[src/rtl/iir_lpf_cascade_if.sv]
// Sample-stream bundle for the IIR low-pass cascade: input strobe, cutoff,
// synchronous clear, and the registered filtered output.
interface iir_lpf_cascade_if #(
    parameter int WIDTH = 14,
    parameter int KW    = 5
);
    logic                    clear;
    logic signed [WIDTH-1:0] din;
    logic                    din_valid;
    logic        [KW-1:0]    k_shift;
    logic signed [WIDTH-1:0] dout;
    logic                    dout_valid;

    modport master (
        output clear, din, din_valid, k_shift,
        input  dout, dout_valid
    );

    modport slave (
        input  clear, din, din_valid, k_shift,
        output dout, dout_valid
    );
endinterface

[src/rtl/iir_lpf_cascade.sv]
// Cascade of first-order leaky-integrator low-pass stages. Each sample carries
// its own clamped shift down the pipeline alongside its valid bit.
module iir_lpf_stage #(
    parameter int SW = 30,
    parameter int KW = 5
) (
    input  logic                 i_clk,
    input  logic                 i_rst,
    input  logic                 i_clear,
    input  logic                 i_en,
    input  logic signed [SW-1:0] i_x,
    input  logic        [KW-1:0] i_k,
    output logic signed [SW-1:0] o_s
);
    logic signed [SW-1:0] r_s;
    logic signed [SW:0]   w_diff;
    logic signed [SW:0]   w_step;

    // One extra bit keeps x - s exact before the floor shift.
    assign w_diff = {i_x[SW-1], i_x} - {r_s[SW-1], r_s};
    assign w_step = w_diff >>> i_k;

    always_ff @(posedge i_clk or posedge i_rst) begin
        if (i_rst)
            r_s <= '0;
        else if (i_clear)
            r_s <= '0;
        else if (i_en)
            r_s <= r_s + w_step[SW-1:0];
    end

    assign o_s = r_s;
endmodule

module iir_lpf_cascade #(
    parameter int WIDTH     = 14,
    parameter int FRAC      = 16,
    parameter int STAGES    = 2,
    parameter int KW        = 5,
    parameter int MAX_SHIFT = 20
) (
    input  logic                i_clk,
    input  logic                i_rst,
    iir_lpf_cascade_if.slave    bus
);
    localparam int SW = WIDTH + FRAC;
    localparam logic [KW-1:0] MAXK = KW'(MAX_SHIFT);

    logic [STAGES-1:0]             r_vld_pipe;
    logic [STAGES:0]               w_en;
    logic [STAGES-1:0][KW-1:0]     w_k;
    logic [STAGES:0][SW-1:0]       w_x;
    logic signed [WIDTH-1:0]       r_dout;
    logic                          r_dout_valid;

    assign w_en   = {r_vld_pipe, bus.din_valid};
    assign w_k[0] = (bus.k_shift > MAXK) ? MAXK : bus.k_shift;
    assign w_x[0] = {bus.din, {FRAC{1'b0}}};

    always_ff @(posedge i_clk or posedge i_rst) begin
        if (i_rst)
            r_vld_pipe <= '0;
        else if (bus.clear)
            r_vld_pipe <= '0;
        else
            r_vld_pipe <= w_en[STAGES-1:0];
    end

    genvar gi;
    generate
        for (gi = 0; gi < STAGES; gi++) begin : g_stage
            iir_lpf_stage #(.SW(SW), .KW(KW)) u_stage (
                .i_clk   (i_clk),
                .i_rst   (i_rst),
                .i_clear (bus.clear),
                .i_en    (w_en[gi]),
                .i_x     (w_x[gi]),
                .i_k     (w_k[gi]),
                .o_s     (w_x[gi+1])
            );
        end
        // Stage i>0 uses the shift its sample was accepted with.
        for (gi = 1; gi < STAGES; gi++) begin : g_kpipe
            logic [KW-1:0] r_k;
            always_ff @(posedge i_clk or posedge i_rst) begin
                if (i_rst)
                    r_k <= '0;
                else if (bus.clear)
                    r_k <= '0;
                else
                    r_k <= w_k[gi-1];
            end
            assign w_k[gi] = r_k;
        end
    endgenerate

    always_ff @(posedge i_clk or posedge i_rst) begin
        if (i_rst) begin
            r_dout       <= '0;
            r_dout_valid <= 1'b0;
        end else if (bus.clear) begin
            r_dout       <= '0;
            r_dout_valid <= 1'b0;
        end else begin
            r_dout_valid <= w_en[STAGES];
            if (w_en[STAGES])
                r_dout <= w_x[STAGES][SW-1:FRAC];
        end
    end

    assign bus.dout       = r_dout;
    assign bus.dout_valid = r_dout_valid;
endmodule

[src/flat_wrapper.sv]
// flat-port wrapper written by rule: the top's interface ports become plain ports
module iir_lpf_cascade_flat 
#(
    parameter int WIDTH     = 14,
    parameter int FRAC      = 16,
    parameter int STAGES    = 2,
    parameter int KW        = 5,
    parameter int MAX_SHIFT = 20
)
  (i_clk, i_rst, bus_clear, bus_din, bus_din_valid, bus_k_shift, bus_dout, bus_dout_valid);
  iir_lpf_cascade_if #(.WIDTH(WIDTH), .KW(KW)) bus_i ();
  input  logic i_clk;
  input  logic i_rst;
  input wire logic [$bits(bus_i.clear)-1:0] bus_clear;
  input wire logic [$bits(bus_i.din)-1:0] bus_din;
  input wire logic [$bits(bus_i.din_valid)-1:0] bus_din_valid;
  input wire logic [$bits(bus_i.k_shift)-1:0] bus_k_shift;
  output wire logic [$bits(bus_i.dout)-1:0] bus_dout;
  output wire logic [$bits(bus_i.dout_valid)-1:0] bus_dout_valid;
  assign bus_i.clear = bus_clear;
  assign bus_i.din = bus_din;
  assign bus_i.din_valid = bus_din_valid;
  assign bus_i.k_shift = bus_k_shift;
  assign bus_dout = bus_i.dout;
  assign bus_dout_valid = bus_i.dout_valid;
  iir_lpf_cascade #(.WIDTH(WIDTH), .FRAC(FRAC), .STAGES(STAGES), .KW(KW), .MAX_SHIFT(MAX_SHIFT)) u_core (.i_clk(i_clk), .i_rst(i_rst), .bus(bus_i));
endmodule
[config.mk]
export PLATFORM = sky130hd
export DESIGN_NAME = iir_lpf_cascade_flat
export DESIGN_NICKNAME = d
export VERILOG_FILES = /design/src/rtl/iir_lpf_cascade_if.sv /design/src/rtl/iir_lpf_cascade.sv /design/src/flat_wrapper.sv
export SDC_FILE = /design/constraint.sdc
export NUM_CORES = 1
export LEC_CHECK = 0
export CAP_MARGIN = 20
export CORE_ASPECT_RATIO = 0.75
export CORE_MARGIN = 5
export CORE_UTILIZATION = 45
export CTS_CLUSTER_DIAMETER = 40
export DETAILED_ROUTE_END_ITERATION = 10
export GPL_TIMING_DRIVEN = 0
export PLACE_DENSITY = 0.68
export SYNTH_ARGS = -nofsm -noshare
export SYNTH_HDL_FRONTEND = slang
export SYNTH_SLANG_ARGS = --single-unit
[constraint.sdc]
create_clock -name i_clk -period 13.89 [get_ports i_clk]
set_input_delay 2.778 -clock i_clk [delete_from_list [all_inputs] [get_ports i_clk]]
set_output_delay 2.778 -clock i_clk [all_outputs]
set_load 0.02 [all_outputs]
==> flow_metrics.tcl, run 1 <==
set metrics [dict create \
    grt.overflow.total 0 \
    io_buffers 36 \
    die_x_um 209 \
    timing.critical_path.cells "clkdlybuf4s50_1 -> clkbuf_1 -> o21a_1 -> nor2_1 -> clkbuf_1 -> clkbuf_1 -> mux2i_1 -> mux2i_1 -> nand2_1 -> nand2_1 -> mux2i_1 -> o21ai_0 -> ha_1 -> a211oi_2 -> o21ai_1 -> a41o_1 -> o311a_1 -> a22o_1 -> a211o_1 -> a211o_1 -> a311oi_2 -> mux2_2 -> mux2_4" \
    ant_nets 0 \
    syn_area_um2 13400 \
    cp-end-kind "flop" \
    routed_via_density 6.66 \
    layout-drive-gt1-share 0.0632 \
    yosys.cell_types.count 102 \
    worstPathRequired_ns 14.14 \
    antenna_found_initial 0 \
    grtUsageTotal 0.306 \
    drt_iter0_drc 1768 \
    wirelength_um 53200 \
    drc 0 \
    cts.sinks 82 \
    top_layer "met4" \
    core_um2 29200 \
    ys_seq_area_frac 0.153 \
    wire_per_inst_um 24.0 \
    clockRootBuffer "clkbuf_16" \
    hold_viol 0 \
    maxCapViolations 0 \
    fin_hold_ws_ns 0.534 \
    rsz0062_at_grt "false" \
    post_cts_buffers 0 \
    final-setup-viol-count 0 \
    async_reset_ff_frac 1.00 \
    reg2reg_depth 22 \
    cp-start-kind "primary input" \
    synth-main-ff-cell "dfrtp_1" \
    die_area_um2 33300 \
    slew_violations 0 \
    diodes 0 \
    critical_path_class "in -> reg" \
    ys_ff_latch 82 \
    fmax_mhz 97.9 \
    synth_nets 1903 \
    fin_crit_sh 0.736 \
    area_delta_synth_final_pct 8.85 \
    clkLatencyLatePin_ns 0.36 \
    wl_met2_um 19600 \
    clk_pin_slew_ns 0.07 \
    cp.arrival_ns 10.46 \
    hold_depth 2 \
    grt_pass1_wl_um 80500 \
    synth_common_cells "nor2_1 (211), a21oi_1 (135), nand2_1 (121)" \
    relSlewSlack 0.235 \
    final_nets 1951 \
    clock_skew_ns 0.0115 \
    drt_first_pass_iters 5 \
    die_h_um 159 \
    fin_ws_ns 3.67 \
    syn_inst 1768 \
    critPathMaxFanout 10 \
    finalSetupTns_ns 0 \
    place_ws_ns 3.60 \
    hpwl_um 43700 \
    cts_tree "done" \
    grt_start_max_net_pins 58 \
    r2r_slack_ns 5.65 \
    pin_count 38 \
    met3_length_um 6730 \
    hold_buffers 0 \
    tightestPinTransition_ns 1.14 \
    num_rows 54 \
    wl_met1_um 26500 \
    synth-edff-count 0 \
    outcome "completed" \
    synth_most_common_cell "nor2_1" \
    grt_pass1_vias 13100 \
    synth_top_area_share 0.153 \
    initial_core_util 0.458 \
    synth_area_leaders "dfrtp_1 (15%), ha_1 (10%), mux2i_1 (7.7%), nor2_1 (5.9%), a21oi_1 (5.1%)" \
    cpPeakStageDelay_ns 0.86 \
    htreeDepth 3 \
    cts_buffers 9 \
    postSynthAreaPerCell_um2 7.56 \
    via_count 14700 \
    gp_congestion 1.03 \
    yosysTopAreaCell "dfrtp_1" \
    post_cts_resize_count 0 \
    period_needed_ns 10.22 \
    slowest_stage "nor2_1" \
    cts_max_path_buffers 2 \
    yosys_warnings 0 \
    min_path_type "reg -> reg" \
]
-- layout by cell type (no fill, tap or decap), types with 23 or more instances in the layout --
cell type and count:
inv_1 90, xnor2_1 43, nor2_1 211, nor3_1 45
a21oi_1 135, mux2i_1 103, o21ai_0 89, dfrtp_1 82
a31oi_1 25, clkdlybuf4s50_1 36, clkbuf_1 84, a21o_1 49
nand3_1 35, o211ai_1 35, o21a_1 26, a211oi_1 30
ha_1 109, mux2_2 24, nand2_1 121, and3_1 23
-- routing by layer --
| layer | up-vias | track usage |
|---|---|---|
| met2 | 772 | 0.386 |
| met1 | 7135 | 0.505 |
| met3 | 36 | 0.0993 |
| met4 | 0 | 0.0305 |
| met5 | - | 0 |
| li1 | 6797 | - |
-- worst paths after layout --
path,to,startpoint
min reg2reg,u_core.bus.dout[2]$_DFFE_PP0P_,u_core.bus.dout[2]$_DFFE_PP0P_
max reg2reg,u_core.g_stage[0].u_stage.o_s[29]$_DFFE_PP0P_,u_core.g_stage[0].u_stage.o_s[1]$_DFFE_PP0P_
max in group asynchronous,u_core.g_stage[0].u_stage.o_s[20]$_DFFE_PP0P_,i_rst
min in group asynchronous,u_core.bus.dout_valid$_DFF_PP0_,i_rst
min,u_core.bus.dout[2]$_DFFE_PP0P_,u_core.bus.dout[2]$_DFFE_PP0P_
max,u_core.g_stage[0].u_stage.o_s[29]$_DFFE_PP0P_,bus_k_shift[3]
-- logic make-up (layout without fill, tap and decap cells) --
logic type               after synthesis  count (layout)  share of synthesized area
AND/OR/NAND/NOR                      559             559                      0.196
XOR/XNOR                              65              65                     0.0426
adder cells (fa/ha/maj)              112             112                      0.106
buffers and inverters                196             249                     0.0563
AO/OA/AOI/OAI                        618             618                      0.333
multiplexers                         136             136                      0.112
flip-flops                            82              82                      0.153
-- registers in the layout (all words and copies together), names as in the netlist --
name and cells:
u_core.g_kpipe.r_k 5, u_core.bus.dout_valid 1, u_core.g_stage.u_stage.o_s 60, u_core.r_vld_pipe 2
u_core.bus.dout 14
-- cell type report --
class                           count  area, um^2
Timing Repair Buffer               37         388
Clock buffer                        9         225
Fill cell                        2964       14600
Clock inverter                      7        76.3
Tap cell                          392         490
Buffer                            102         400
Sequential cell                    82        2050
Inverter                           94         355
Multi-Input combinational cell   1490       10600
-- through the flow --
stage,util,instance area [um^2],cells
2_1_floorplan,-,13400,1768
3_3_place_gp,0.487,14200,2196
3_5_place_dp,0.488,14300,2197
4_1_cts,0.499,14600,2213
5_1_grt,0.499,14600,2213
6_report,0.499,14600,2213
-- worst max-delay path: cells and delay by family --
| family | cells | cell delay (ns) |
|---|---|---|
| compound gates | 10 | 3.26 |
| buf+inv | 4 | 1.78 |
| mux | 5 | 1.16 |
| simple gates | 3 | 1.11 |
| fa+ha+maj | 1 | 0.36 |
Power of run 1 is left out: the tool's default activity adds up to more than one toggle a clock period on the data nets, which glitch-free logic cannot reach.
==> run 2, diff against run 1 <==
--- a/config.mk
+++ b/config.mk
@@ -12,7 +12,7 @@
 export CTS_CLUSTER_DIAMETER = 40
 export DETAILED_ROUTE_END_ITERATION = 10
 export GPL_TIMING_DRIVEN = 0
-export PLACE_DENSITY = 0.68
+export PLACE_DENSITY = 0.71
 export SYNTH_ARGS = -nofsm -noshare
 export SYNTH_HDL_FRONTEND = slang
 export SYNTH_SLANG_ARGS = --single-unit
==> constraint.sdc (replaced) <==
create_clock -name i_clk -period 8.8 [get_ports i_clk]
set_input_delay 1.76 -clock i_clk [delete_from_list [all_inputs] [get_ports i_clk]]
set_output_delay 1.76 -clock i_clk [all_outputs]
set_load 0.02 [all_outputs]
==> run 2 against run 1 <==
Net effect:
- core utilization is 0.073 points higher
- clock-buffer cell count stayed put
- hold slack better by 0.0049 ns
- largest cell class unchanged
- register-to-register slack worse by 5.4 ns
- final area is 0.15% higher
- non-clock buffer count stayed put
- via count is 1.0% higher
- wire length is 0.12% lower
- first-iteration DRC count is 20% higher
- final cell count stayed put
==> flow_metrics.tcl, run 2 (synthesized netlist as in run 1, its figures left out) <==
set metrics [dict create \
    tightestPinTransition_ns 1.08 \
    drc 0 \
    core_um2 29200 \
    cp-start-kind "primary input" \
    clkLatencyLatePin_ns 0.36 \
    hold_viol 0 \
    rsz0062_at_grt "false" \
    clk_pin_slew_ns 0.07 \
    io_buffers 36 \
    cts_tree "done" \
    cp.arrival_ns 8.80 \
    die_area_um2 33300 \
    post_cts_buffers 0 \
    place_ws_ns -0.529 \
    maxCapViolations 0 \
    hold_buffers 0 \
    timing.critical_path.cells "clkdlybuf4s50_1 -> ha_1 -> a21o_1 -> a21o_1 -> a21o_1 -> clkbuf_1 -> o41ai_2 -> o32ai_2 -> nor4_1 -> a31oi_1 -> mux2i_1 -> nand2_1 -> a32oi_1 -> ha_1 -> a21o_1 -> a41o_1 -> o311a_1 -> a22o_1 -> a211o_1 -> a211o_1 -> a311oi_2 -> mux2_2 -> mux2_4" \
    clockRootBuffer "clkbuf_16" \
    wire_per_inst_um 24.0 \
    wirelength_um 53100 \
    fmax_mhz 117 \
    period_needed_ns 8.56 \
    cp-end-kind "flop" \
    ant_nets 0 \
    final_common_cell "nor2_1" \
    antenna_found_initial 2 \
    cts.sinks 82 \
    die_h_um 159 \
    critPathMaxFanout 9 \
    layout-drive-gt1-share 0.0670 \
    grt_pass1_vias 13200 \
    gp_congestion 1.02 \
    grtUsageTotal 0.303 \
    final-setup-viol-count 0 \
    relSlewSlack 0.275 \
    grt_pass1_wl_um 80000 \
    routed_via_density 6.73 \
    htreeDepth 3 \
    drt_first_pass_iters 6 \
    layout.cells.non_filler 2213 \
    clock_skew_ns 0.0121 \
    dp_cells 2197 \
    final_nets 1951 \
    final_util 0.499 \
    min_path_type "reg -> reg" \
    grt_start_max_net_pins 54 \
    critical_path_class "in -> reg" \
    hpwl_um 43300 \
    drt_iter0_drc 2125 \
    slowest_stage "nor4_1" \
    cts_buffers 9 \
    worstPathRequired_ns 9.04 \
    cpPeakStageDelay_ns 0.54 \
    via_count 14900 \
    diodes 0 \
    pin_count 38 \
    die_x_um 209 \
    num_rows 54 \
    slew_violations 0 \
    area_delta_synth_final_pct 9.01 \
    final_area_um2 14600 \
    fin_ws_ns 0.244 \
    outcome "completed" \
    initial_core_util 0.458 \
    mostFrequentLayoutCells "nor2_1 (210), a21oi_1 (135), nand2_1 (121), ha_1 (109), mux2i_1 (103)" \
    fin_crit_sh 0.972 \
    largest_reg_flops 60 \
    cp_common_cell "a21o_1" \
    cts_max_path_buffers 2 \
    grt.overflow.total 0 \
    place_area_um2 14300 \
]
## run 2: cell count changes in the layout (fill, tap and decap cells not counted), sizes merged
cell,previous run,this run
clkinv,4,6
buf,18,17
inv,97,95
clkbuf,94,95
## run 2: stage by stage
stage | hold WS (ns) | setup TNS [ns]
4_1_cts | 0.539 | 0
3_5_place_dp | 0.516 | -0.984
2_1_floorplan | 0.513 | 0
6_report | 0.539 | 0
3_3_place_gp | 0.504 | -0.813
5_1_grt | 0.590 | 0
## run 2: area by class of cell
type,instances,area [um^2]
Sequential cell,82,2050
Multi-Input combinational cell,1490,10600
Fill cell,2929,14600
Tap cell,392,490
Inverter,94,355
Clock inverter,7,81.3
Clock buffer,9,225
Timing Repair Buffer,38,393
Buffer,101,400
## run 2: metal layers
metal | up-vias | GRT usage | wire length [um]
li1 | 6784 | - | -
met1 | 7143 | 0.484 | 25100
met2 | 884 | 0.375 | 19300
met3 | 74 | 0.126 | 7890
met4 | 2 | 0.0400 | 817
met5 | - | 0 | 5
## run 2: timing repair
| item | CTS | global route |
|---|---|---|
| resized for setup | 1 | 9 |
| setup endpoints to repair | 1 | 6 |
| hold endpoints to repair | 0 | 0 |
## run 2: worst paths after layout
kind,cells past startpoint,startpoint,end,slack [ns]
min in group asynchronous,2,i_rst,u_core.g_stage[0].u_stage.o_s[1]$_DFFE_PP0P_,1.74
min reg2reg,2,u_core.bus.dout[2]$_DFFE_PP0P_,u_core.bus.dout[2]$_DFFE_PP0P_,0.54
max in group asynchronous,3,i_rst,u_core.g_kpipe[1].r_k[1]$_DFF_PP0_,6.45
min,2,u_core.bus.dout[2]$_DFFE_PP0P_,u_core.bus.dout[2]$_DFFE_PP0P_,0.54
max reg2reg,24,u_core.g_stage[0].u_stage.o_s[0]$_DFFE_PP0P_,u_core.g_stage[1].u_stage.o_s[29]$_DFFE_PP0P_,0.25
max,23,bus_din[1],u_core.g_stage[0].u_stage.o_s[29]$_DFFE_PP0P_,0.24
## run 2: critical path: cells and delay by family
family	cells	cell delay, ns
AO/OA/AOI/OAI	14	3.97
adder cells (fa/ha/maj)	2	0.71
buffers and inverters	2	0.61
multiplexers	3	1.01
AND/OR/NAND/NOR	2	0.75
Power of run 2 is left out for the same reason.
==> run 3, diff against run 2 <==
--- a/config.mk
+++ b/config.mk
@@ -5,13 +5,13 @@
 export SDC_FILE = /design/constraint.sdc
 export NUM_CORES = 1
 export LEC_CHECK = 0
-export CAP_MARGIN = 20
 export CORE_ASPECT_RATIO = 0.75
 export CORE_MARGIN = 5
 export CORE_UTILIZATION = 45
 export CTS_CLUSTER_DIAMETER = 40
 export DETAILED_ROUTE_END_ITERATION = 10
 export GPL_TIMING_DRIVEN = 0
+export HOLD_SLACK_MARGIN = 0.15
 export PLACE_DENSITY = 0.71
 export SYNTH_ARGS = -nofsm -noshare
 export SYNTH_HDL_FRONTEND = slang
==> run 3 against run 2 <==
Net effect:
- via count down 0.28%
- first-iteration DRC count up 0.94%
- largest cell class unchanged
- global-route usage unchanged
- wire length about the same
- register-to-register slack better by 0.23 ns
- die area unchanged
- non-clock buffer count down 1
- core utilization about the same
- critical path type unchanged
- sequential cell count unchanged
- clock-buffer cell count unchanged
==> flow_metrics.tcl, run 3 (synthesized netlist as in run 1, its figures left out) <==
set metrics [dict create \
    r2r_start "u_core.g_stage[0].u_stage.o_s[0]$_DFFE_PP0P_" \
    holdPathEnd "u_core.bus.dout[2]$_DFFE_PP0P_" \
    min_path_type "reg -> reg" \
    pin_count 38 \
    diodes 0 \
    final_area_um2 14600 \
    core_um2 29200 \
    tightestPinTransition_ns 1.26 \
    fin_crit_sh 0.972 \
    final_util 0.499 \
    gp_congestion 1.02 \
    initial_core_util 0.458 \
    fmax_mhz 117 \
    final_nets 1950 \
    cts_max_path_buffers 2 \
    post_cts_buffers 0 \
    reg2reg_depth 24 \
    place_area_um2 14300 \
    globalRouteMet3Util 0.126 \
    clock_skew_ns 0.0112 \
    period_needed_ns 8.55 \
    final-setup-viol-count 0 \
    clockRootBuffer "clkbuf_16" \
    hp-start "u_core.bus.dout[2]$_DFFE_PP0P_" \
    final_common_cell "nor2_1" \
    wire_per_inst_um 24.0 \
    grtUsageTotal 0.303 \
    routed_via_density 6.71 \
    num_rows 54 \
    die_area_um2 33300 \
    grt.busiest_layer "met1" \
    grt.overflow.total 0 \
    cp-end-kind "flop" \
    use_met1 0.484 \
    outcome "completed" \
    hpwl_um 43300 \
    r2r_slack_ns 0.48 \
    r2r_end "u_core.g_stage[1].u_stage.o_s[29]$_DFFE_PP0P_" \
    antenna_found_initial 2 \
    via_count 14800 \
    mostFrequentLayoutCells "nor2_1 (210), a21oi_1 (135), nand2_1 (121), ha_1 (109), mux2i_1 (103)" \
    largest_reg_flops 60 \
    cts_tree "done" \
    layout-drive-gt1-share 0.0665 \
    cts.sinks 82 \
    grt_pass1_wl_um 80000 \
    ant_nets 0 \
    drt_iter0_drc 2145 \
    htreeDepth 3 \
    cp-start-kind "primary input" \
    critical_path_class "in -> reg" \
    finalSetupTns_ns 0 \
    die_h_um 159 \
    worstPathRequired_ns 9.04 \
    cp.arrival_ns 8.79 \
    slew_violations 0 \
    cts_buffers 9 \
    wirelength_um 53100 \
    io_buffers 36 \
    maxCapViolations 0 \
    hold_depth 2 \
    critPathMaxFanout 10 \
    use_met2 0.375 \
    area_delta_synth_final_pct 8.97 \
    rsz0062_at_grt "false" \
    drc 0 \
    clkLatencyLatePin_ns 0.36 \
    clk_pin_slew_ns 0.07 \
    grt_pass1_vias 13200 \
    die_x_um 209 \
    drt_first_pass_iters 9 \
    relSlewSlack 0.152 \
    hold_viol 0 \
    grt_start_max_net_pins 54 \
]
run 3: cell count changes in the layout (fill, tap and decap cells not counted):
cell	before	now
clkbuf_2	5	4
run 3: area by class of cell:
class | count | area (um^2)
Timing Repair Buffer | 37 | 388
Clock buffer | 9 | 225
Fill cell | 2927 | 14600
Tap cell | 392 | 490
Multi-Input combinational cell | 1490 | 10600
Inverter | 94 | 355
Buffer | 101 | 400
Clock inverter | 7 | 81.3
Sequential cell | 82 | 2050
run 3: how the worst max path moves through the flow:
| stage | from | end | slack (ns) | cells past startpoint |
|---|---|---|---|---|
| final | bus_k_shift[2] | u_core.g_stage[0].u_stage.o_s[29]$_DFFE_PP0P_ | 0.25 | 22 |
| after detailed placement | bus_k_shift[3] | u_core.g_stage[0].u_stage.o_s[29]$_DFFE_PP0P_ | -0.53 | 23 |
| after floorplan | bus_din[1] | u_core.g_stage[0].u_stage.o_s[29]$_DFFE_PP0P_ | 1.56 | 22 |
| after global placement | bus_k_shift[3] | u_core.g_stage[0].u_stage.o_s[29]$_DFFE_PP0P_ | -0.50 | 23 |
| after CTS | bus_k_shift[3] | u_core.g_stage[0].u_stage.o_s[29]$_DFFE_PP0P_ | 0.06 | 23 |
| after global routing | bus_din[1] | u_core.g_stage[0].u_stage.o_s[29]$_DFFE_PP0P_ | 0.002 | 23 |
run 3: layer usage:
layer	wire length, um	share of wire
met4	749	0.014
met1	25200	0.47
met3	7850	0.15
met5	11	0.00021
met2	19300	0.36
run 3: stage by stage:
stage | hold slack [ns] | cells | worst slack (ns)
2_1_floorplan | 0.513 | 1768 | 1.56
3_3_place_gp | 0.504 | 2196 | -0.496
3_5_place_dp | 0.516 | 2197 | -0.529
4_1_cts | 0.539 | 2213 | 0.0643
5_1_grt | 0.590 | 2212 | 0.00249
6_report | 0.542 | 2212 | 0.250
run 3: repair_timing:
| action | 4_1_cts | 5_1_grt |
|---|---|---|
| setup endpoints to repair | 1 | 6 |
| resized for setup | 1 | 9 |
| hold buffers | 0 | 0 |
| pin swaps | 0 | 0 |
run 3: worst max-delay path: stages:
cell and delay [ns]:
clkdlybuf4s50_1 0.63, o21ai_2 0.19, nand2_1 0.45, clkbuf_1 0.54, clkbuf_2 0.41, o22ai_1 0.16
a22oi_1 0.31, mux2i_1 0.16, mux2i_1 0.46, mux2i_1 0.12, mux2_2 0.31, ha_1 0.32
o21ai_1 0.15, o21ai_1 0.12, a41o_1 0.32, o311a_1 0.39, a22o_1 0.29, a211o_1 0.33
a211o_1 0.38, a311oi_2 0.30, mux2_2 0.39, mux2_4 0.29
Power of run 3 is left out for the same reason.
